--- config.mk ---
export PLATFORM = sky130hd
export DESIGN_NAME = fifo_rd_burst
export DESIGN_NICKNAME = d
export VERILOG_FILES = /design/src/rtl/fifo_tb_pkg.sv /design/src/rtl/fifo_skid2.sv /design/src/rtl/fifo_rd_burst.sv
export SDC_FILE = /design/constraint.sdc
export NUM_CORES = 1
export LEC_CHECK = 0
export ABC_AREA = 1
export ABC_CLOCK_PERIOD_IN_PS = 2600
export CAP_MARGIN = 10
export CORE_ASPECT_RATIO = 0.7
export CORE_UTILIZATION = 49
export CTS_CLUSTER_SIZE = 10
export DETAILED_ROUTE_END_ITERATION = 12
export PLACE_DENSITY = 0.8
export SETUP_SLACK_MARGIN = 0.5
export SLEW_MARGIN = 20
export SYNTH_ARGS = -nofsm -noshare
export SYNTH_HDL_FRONTEND = slang
export SYNTH_HIERARCHICAL = 1
export SYNTH_SLANG_ARGS = --single-unit
--- constraint.sdc ---
create_clock -name rd_clk -period 2.6 [get_ports rd_clk]
set_input_delay 0.52 -clock rd_clk [delete_from_list [all_inputs] [get_ports rd_clk]]
set_output_delay 0.52 -clock rd_clk [all_outputs]
set_load 0.03 [all_outputs]
--- src/rtl/fifo_tb_pkg.sv ---
// Shared definitions for the burst FIFO reader: FSM encoding and default widths.
package fifo_tb_pkg;
    localparam int DATA_W_DEF = 8;
    localparam int LEN_W_DEF  = 5;
    localparam int FIFO_DEPTH = 16;

    typedef enum logic [1:0] {
        ST_IDLE,
        ST_RUN,
        ST_FLUSH,
        ST_DONE
    } state_e;
endpackage

--- src/rtl/fifo_skid2.sv ---
// Two-entry skid buffer: accepts one word per cycle, presents the oldest entry.
module fifo_skid2 #(
    parameter int DATA_W = 8
) (
    input  logic              clk_i,
    input  logic              rst_ni,
    input  logic [DATA_W-1:0] in_data_i,
    input  logic              in_valid_i,
    output logic [DATA_W-1:0] out_data_o,
    output logic              out_valid_o,
    input  logic              out_ready_i,
    output logic [1:0]        occ_o
);
    logic [DATA_W-1:0] e0_q, e1_q;
    logic [1:0]        occ_q;
    logic              pop;

    assign pop = out_ready_i && (occ_q != 2'd0);

    always_ff @(posedge clk_i or negedge rst_ni) begin
        if (!rst_ni) begin
            e0_q  <= '0;
            e1_q  <= '0;
            occ_q <= 2'd0;
        end else begin
            case ({in_valid_i, pop})
                2'b10: begin
                    if (occ_q == 2'd0) e0_q <= in_data_i;
                    else               e1_q <= in_data_i;
                    occ_q <= occ_q + 2'd1;
                end
                2'b01: begin
                    e0_q  <= e1_q;
                    occ_q <= occ_q - 2'd1;
                end
                // Simultaneous push and pop: occupancy unchanged, order kept.
                2'b11: begin
                    if (occ_q == 2'd1) begin
                        e0_q <= in_data_i;
                    end else begin
                        e0_q <= e1_q;
                        e1_q <= in_data_i;
                    end
                end
                default: ;
            endcase
        end
    end

    assign out_data_o  = e0_q;
    assign out_valid_o = (occ_q != 2'd0);
    assign occ_o       = occ_q;
endmodule

--- src/rtl/fifo_rd_burst.sv ---
// Reads a burst of len words from a FIFO with 1-cycle read latency and streams them out.
module fifo_rd_burst
    import fifo_tb_pkg::*;
#(
    parameter int DATA_W = DATA_W_DEF,
    parameter int LEN_W  = LEN_W_DEF
) (
    input  logic              rd_clk,
    input  logic              rst,
    input  logic              start,
    input  logic [LEN_W-1:0]  len,
    input  logic              empty,
    input  logic [DATA_W-1:0] rdata,
    output logic              rd_en,
    output logic              m_valid,
    output logic [DATA_W-1:0] m_data,
    input  logic              m_ready,
    output logic              busy,
    output logic              done,
    output logic [LEN_W-1:0]  xfer_cnt
);
    state_e           state_q;
    logic [LEN_W-1:0] issue_left_q, deliver_left_q, xfer_cnt_q;
    logic             inflight_q, done_q, busy_q;
    logic [1:0]       occ;
    logic             xfer;
    logic [2:0]       pend;

    assign xfer = m_valid && m_ready;
    // Words owed to the buffer after this edge; counting the departing word keeps 1 word/cycle.
    assign pend = 3'(occ) + 3'(inflight_q) - 3'(xfer);

    assign rd_en = (state_q == ST_RUN) && !empty && (issue_left_q != '0) && (pend < 3'd2);

    always_ff @(posedge rd_clk or negedge rst) begin
        if (!rst) begin
            state_q        <= ST_IDLE;
            issue_left_q   <= '0;
            deliver_left_q <= '0;
            xfer_cnt_q     <= '0;
            inflight_q     <= 1'b0;
            done_q         <= 1'b0;
            busy_q         <= 1'b0;
        end else begin
            inflight_q <= rd_en;
            done_q     <= 1'b0;
            if (xfer) begin
                deliver_left_q <= deliver_left_q - LEN_W'(1);
                xfer_cnt_q     <= xfer_cnt_q + LEN_W'(1);
            end
            case (state_q)
                ST_IDLE: begin
                    if (start && (len != '0)) begin
                        state_q        <= ST_RUN;
                        issue_left_q   <= len;
                        deliver_left_q <= len;
                        xfer_cnt_q     <= '0;
                        busy_q         <= 1'b1;
                    end
                end
                ST_RUN: begin
                    if (rd_en) begin
                        issue_left_q <= issue_left_q - LEN_W'(1);
                        if (issue_left_q == LEN_W'(1)) state_q <= ST_FLUSH;
                    end
                end
                ST_FLUSH: begin
                    if (xfer && (deliver_left_q == LEN_W'(1))) begin
                        state_q <= ST_DONE;
                        done_q  <= 1'b1;
                    end
                end
                ST_DONE: begin
                    state_q <= ST_IDLE;
                    busy_q  <= 1'b0;
                end
                default: state_q <= ST_IDLE;
            endcase
        end
    end

    fifo_skid2 #(.DATA_W(DATA_W)) u_skid (
        .clk_i       (rd_clk),
        .rst_ni      (rst),
        .in_data_i   (rdata),
        .in_valid_i  (inflight_q),
        .out_data_o  (m_data),
        .out_valid_o (m_valid),
        .out_ready_i (m_ready),
        .occ_o       (occ)
    );

    assign busy     = busy_q;
    assign done     = done_q;
    assign xfer_cnt = xfer_cnt_q;
endmodule

==> summary.txt, run 1 <==
core area - 4504 um^2
total gr overflow - 0
Avg Cell Area, Syn - 8.019 um^2
First-pass DRT Iterations - 4
Detailed Route Iter0 Violations - 171
worst clock skew - 0.01408 ns
Setup crit end kind - output pin
RD Place Congestion - 0.8550
antenna viol nets, final - 0
Synth area leaders - dfrtp_1, nand2_1, ha_1
pin count of the biggest net entering global routing - 28
initial antenna violation count - 0
Die Wd - 85.19 um
pwr/cell area - 1255 nW/um^2
violated checks - setup timing
Critical Path RT - 2.08 ns
#FFs+latches synth - 38
CTS buffer count - 5
YS warnings - 6
WL final - 5.702 mm
first-pass GRT wire length - 9.059 mm
Detail Placement HPWL - 3.827 mm
Synth async-reset ratio - 100.0%
Synth Cell Area - 2374 um^2
DP Cell Count - 392
Storage cell area - 952.2 um^2
Reg clk slew, reported paths - 0.08 ns
Yosys top cell by area - dfrtp_1
EDFF count, synth - 0
Worst-Skew Late Latency - 0.30 ns
Multi-input gate area - 1340 um^2
Tcrit/Tclk final - 107.5%
Final Hold Viols - 0
Vert. Die Dim - 60.23 um
antenna diode count - 0
total power - 3987 uW
Critical Path Start Type - register
Critical Path, Cell by Cell - inv_2 > ha_4 > inv_8 > nand2_8 > inv_6 > nor2_4 > o21ai_2 > fa_1 > nand2_2 > nor2_4 > nand3_4 > clkinv_4 > buf_6
final setup fails - 1
filler cell count - 341
Area Overhead vs Synth - 33.90%
Finished Cell Area - 3178 um^2
TritonCTS clock tree - yes
nets - 392
top cell type's share of synthesized area - 40.06%
CP max stage delay - 0.52 ns
setup ws final - -0.1951 ns
Core Rows - 20
maxcap violations - 0
R2R setup slack - 0.05 ns
slew margin rel. - 58.46%
Placed Area - 2872 um^2
vias in the first global route - 1925
WL/cell - 13.84 um
worst path buffer plus inverter count - 5
Tmin final - 2.795 ns
outcome - complete, but fails checks
Critical Path Most Common Cell - nor2_4
Slowest cell on crit path - fa_1
top-count cell post-synth - nand2_1
CP max FO - 3
Setup Slack @ Placement - -0.2883 ns
H-Tree Depth - 2
full die area - 5131 um^2
GRT Resource Usage Total - 23.60%
Starting Density - 52.69%
Gate Count Post-Synth - 296
Cell variety after synth - 34
Slew Limit Fails - 0
drt drc - 0
IO buf count - 34
Max VDD drop - 661.8 uV
Main synth FF type - dfrtp_1
cell family with most CP delay - adder cells
Max Fclk - 357.8 MHz
class of the worst hold path - in -> async
DR vias - 2151
Synth Net Count - 332
vias per cell - 5.221
CTS Sinks - 38
maximum buffer depth of the clock tree - 2
critical path arrival - 2.28 ns
share of layout cells above drive strength 1 - 22.97%
Setup CP Type - reg -> out
RSZ-0062 raised after global routing - true
sequential share of the synthesized area - 40.06%
Least-Margin Pin Slew - 0.6231 ns
Synth top cells by count - nand2_1, inv_1, dfrtp_1
I/O pin cnt - 35
Root Driver - clkbuf_8
Post-Layout Cell Count - 412
P_leak - 0.001607 uW
registers in the layout, indices dropped and copies added (netlist names):
| name | cells |
|---|---|
| inflight_q | 1 |
| u_skid/occ_o | 2 |
| issue_left_q | 5 |
| u_skid/e1_q | 8 |
| busy | 1 |
| u_skid/out_data_o | 8 |
| deliver_left_q | 5 |
| state_q | 2 |
| xfer_cnt | 5 |
| done | 1 |
area by class of cell:
class	count	share of cell area (%)
multi-input combinational	213	42.17
clock inverter	2	1.890
inverter	44	5.748
clock buffer	6	2.598
tap	55	2.165
timing repair buffer	54	15.47
sequential	38	29.96
cells by family (layout without fill, tap and decap cells):
| kind of cell | Yosys count | after routing | synth area share, % |
|---|---|---|---|
| XOR/XNOR | 5 | 5 | 1.845 |
| AND/OR/NAND/NOR | 161 | 162 | 31.89 |
| AO/OA/AOI/OAI | 28 | 28 | 8.118 |
| adder cells (fa/ha/maj) | 18 | 18 | 9.805 |
| flip-flops | 38 | 38 | 40.06 |
| buffers and inverters | 46 | 106 | 8.276 |
power breakdown:
group          switching [uW]  internal, uW
logic                    1340           952
registers                 215           852
clock network             221           409
worst register-to-register path, stage by stage (launching register included):
cell and delay [ns]:
dfrtp_1 0.41, inv_2 0.09, ha_4 0.18, inv_8 0.04, nand2_8 0.08, inv_6 0.04, nor2_4 0.08, o21ai_2 0.07
fa_1 0.52, nand2_2 0.07, nor2_4 0.13, nand3_4 0.10, buf_4 0.15, buf_6 0.12, nand2_8 0.08, nand3b_4 0.13
nand2_2 0.10, nand2_2 0.05
metal layers:
metal | global-route usage (%) | vias up | routed length (um)
met5 | 0 | - | 0
met2 | 35.37 | 74 | 2565
met1 | 33.30 | 1015 | 2739
met3 | 5.387 | 8 | 340
li1 | - | 1054 | -
met4 | 9.443 | 0 | 56
worst paths after layout:
path / start / to / depth (start not counted)
worst max-delay path: u_skid/occ_o[1] / rd_en / 13
worst min-delay path: rst / u_skid/e1_q[6] / 1
worst max register to register: u_skid/occ_o[1] / issue_left_q[1] / 17
worst min register to register: u_skid/e1_q[1] / u_skid/e1_q[1] / 2
max in group asynchronous: rst / deliver_left_q[4] / 2
min in group rd_clk: u_skid/e1_q[1] / u_skid/e1_q[1] / 2
per-stage QoR:
stage	TNS, ns	hold slack, ns	util, %
floorplan	0	0.2244	-
global placement	-1.139	0.4647	63.75
detailed placement	-1.542	0.4704	63.75
CTS	-0.1522	0.2444	68.53
global route	-0.4932	0.2706	70.56
finish	-0.1951	0.2299	70.56
timing repair:
| action | CTS | global route |
|---|---|---|
| cloned | 0 | 1 |
| buffers inserted | 7 | 4 |
| resized for setup | 7 | 15 |
| hold buffers | 0 | 0 |
| pin swaps | 6 | 8 |
| hold endpoints to repair | 0 | 0 |
| endpoints found under the setup margin | 9 | 24 |
placed cells by master (no fill, tap or decap), types with 2 or more instances in the layout:
cell | synthesis | routed
nand4_1 | 4 | 4
o21ai_0 | 9 | 8
inv_1 | 39 | 36
nand3_2 | 4 | 2
dlygate4sd2_1 | 0 | 2
dfrtp_1 | 38 | 37
nand3_4 | 1 | 4
xor2_1 | 4 | 4
o21ai_1 | 4 | 4
o21ai_2 | 8 | 9
nand2_8 | 0 | 2
buf_6 | 1 | 3
nand2_1 | 98 | 89
bufinv_16 | 0 | 2
buf_4 | 0 | 18
nor2_1 | 14 | 12
nand2_2 | 6 | 13
nor2_4 | 1 | 3
or2_2 | 2 | 2
nand3_1 | 24 | 24
clkdlybuf4s50_1 | 0 | 30
a31oi_1 | 2 | 2
inv_2 | 4 | 4
clkbuf_8 | 0 | 6
ha_1 | 17 | 16
nor2_2 | 2 | 2
No activity file was read; power rests on OpenSTA's default activity.
==> inputs of run 2 (changes only) <==
--- a/config.mk
+++ b/config.mk
@@ -9,6 +9,7 @@
 export ABC_CLOCK_PERIOD_IN_PS = 2600
 export CAP_MARGIN = 10
 export CORE_ASPECT_RATIO = 0.7
+export CORE_MARGIN = 4
 export CORE_UTILIZATION = 49
 export CTS_CLUSTER_SIZE = 10
 export DETAILED_ROUTE_END_ITERATION = 12
==> run 2 against run 1 <==
Net effect:
- the run still ends with setup timing left
- total power decreased by 1.3%
- register-to-register slack better by 0.03 ns
- design area is 0.59% lower
- sequential share of layout area increased by 0.18 points
- flip-flop and latch count stayed put
- hold slack improved by 0.11 ns
- global-route usage fell by 4.8 points
- maximum frequency shrank 0.33%
- clock skew down 0.0069 ns
- critical path depth fell by 1
- via count down 1.7%
- sequential power barely moved
- highest routed layer unchanged
==> summary.txt, run 2 (same netlist as run 1, synthesis figures left out) <==
Critical Path Start Type - register
nets - 390
Area Overhead vs Synth - 33.10%
setup ws final - -0.2042 ns
most frequent cells in the layout - nand2_1, dfrtp_1, inv_1, clkdlybuf4s50_1, nand3_1
CP max FO - 3
final setup fails - 1
I/O pin cnt - 35
worst clock skew - 0.007192 ns
slew margin rel. - 41.98%
H-Tree Depth - 2
Detail Placement HPWL - 3.798 mm
Critical Path RT - 2.08 ns
Worst-Skew Late Latency - 0.29 ns
core area - 4504 um^2
Tmin final - 2.804 ns
initial antenna violation count - 0
Layout Utilization - 70.14%
outcome - complete, but fails checks
Storage cell area - 952.2 um^2
Reg clk slew, reported paths - 0.08 ns
DR vias - 2115
CTS buffer count - 5
Final Hold Viols - 0
First-pass DRT Iterations - 4
RSZ-0062 raised after global routing - true
Starting Density - 52.69%
Detailed Route Iter0 Violations - 119
Tcrit/Tclk final - 107.9%
first-pass GRT wire length - 8.942 mm
Max Fclk - 356.6 MHz
pwr/cell area - 1246 nW/um^2
pin count of the biggest net entering global routing - 39
critical path arrival - 2.28 ns
Least-Margin Pin Slew - 0.8703 ns
Slew Limit Fails - 0
Core Rows - 20
Vert. Die Dim - 66.23 um
IO buf count - 34
share of layout cells above drive strength 1 - 22.25%
vias per cell - 5.159
Setup crit end kind - output pin
TritonCTS clock tree - yes
antenna diode count - 0
Max VDD drop - 702.8 uV
filler cell count - 354
total gr overflow - 0
antenna viol nets, final - 0
Root Driver - clkbuf_8
CTS Sinks - 38
most common cell after layout, fill and taps aside - nand2_1
maxcap violations - 0
Sum Neg Setup Slack - -0.2042 ns
WL/cell - 13.72 um
WL final - 5.625 mm
P_leak - 0.001592 uW
Multi-input gate area - 1349 um^2
GRT Resource Usage Total - 18.79%
full die area - 6039 um^2
vias in the first global route - 1933
Die Wd - 91.19 um
maximum buffer depth of the clock tree - 2
Setup CP Type - reg -> out
drt drc - 0
RD Place Congestion - 0.9115
class of the worst hold path - in -> async
violated checks - setup timing
-- run 2: through the flow --
step           power [uW]  worst slack, ns  cell area, um^2  hold WS, ns  std cells
2_1_floorplan        2507           0.2155             2434       0.2244        296
3_3_place_gp         3015          -0.2512             2864       0.4637        391
3_5_place_dp         3081          -0.3211             2864       0.4676        391
4_1_cts              3807          -0.1296             3073       0.3650        405
5_1_grt              4254          -0.2890             3159       0.4042        410
6_report             3936          -0.2042             3159       0.3409        410
-- run 2: worst paths after layout --
check	startpoint	endpoint	slack, ns	cells after the start
max in group asynchronous	rst	u_skid/occ_o[0]	1.67	1
hold reg to reg	u_skid/out_data_o[0]	u_skid/out_data_o[0]	0.48	2
setup / recovery	u_skid/occ_o[1]	rd_en	-0.20	12
hold / removal	rst	u_skid/e1_q[2]	0.34	1
setup reg to reg	u_skid/occ_o[1]	issue_left_q[4]	0.08	16
min in group rd_clk	u_skid/out_data_o[0]	u_skid/out_data_o[0]	0.48	2
-- run 2: routing by layer --
| layer | vias to the layer above | global-route usage, % | part of all wire (%) |
|---|---|---|---|
| li1 | 1055 | - | - |
| met1 | 974 | 25.25 | 48 |
| met2 | 78 | 29.79 | 44 |
| met3 | 8 | 4.437 | 6.7 |
| met4 | 0 | 6.579 | 1.7 |
| met5 | - | 0 | 0 |
-- run 2: power by group --
part | switching [uW] | leakage (uW) | internal (uW)
combinational | 1330 | 0.00105 | 936
sequential | 205 | 0.000477 | 852
clock | 225 | 0.0000683 | 385
-- run 2: worst max-delay path, cell delays in order, from the launching register on --
cell and delay (ns):
dfrtp_1 0.37, inv_2 0.06, ha_4 0.18, inv_8 0.06, nand2_8 0.06, nor2_4 0.14, o21ai_2 0.10, fa_2 0.55
nand2_2 0.06, nor2_4 0.12, nand3_4 0.09, clkinv_4 0.06, buf_6 0.12
-- run 2: final cells by class --
cell class                      count  area share, %
Multi-Input combinational cell    214          42.69
Sequential cell                    38          30.14
Timing Repair Buffer               51          14.85
Inverter                           44          5.782
Clock buffer                        5          2.178
Clock inverter                      3          2.178
Tap cell                           55          2.178
-- run 2: timing repair --
| item | CTS | global route |
|---|---|---|
| hold buffers | 0 | 0 |
| setup endpoints to repair | 16 | 24 |
| pin swaps | 5 | 5 |
| gates resized for setup | 8 | 13 |
| buffers inserted | 5 | 4 |
| cloned | 1 | 1 |
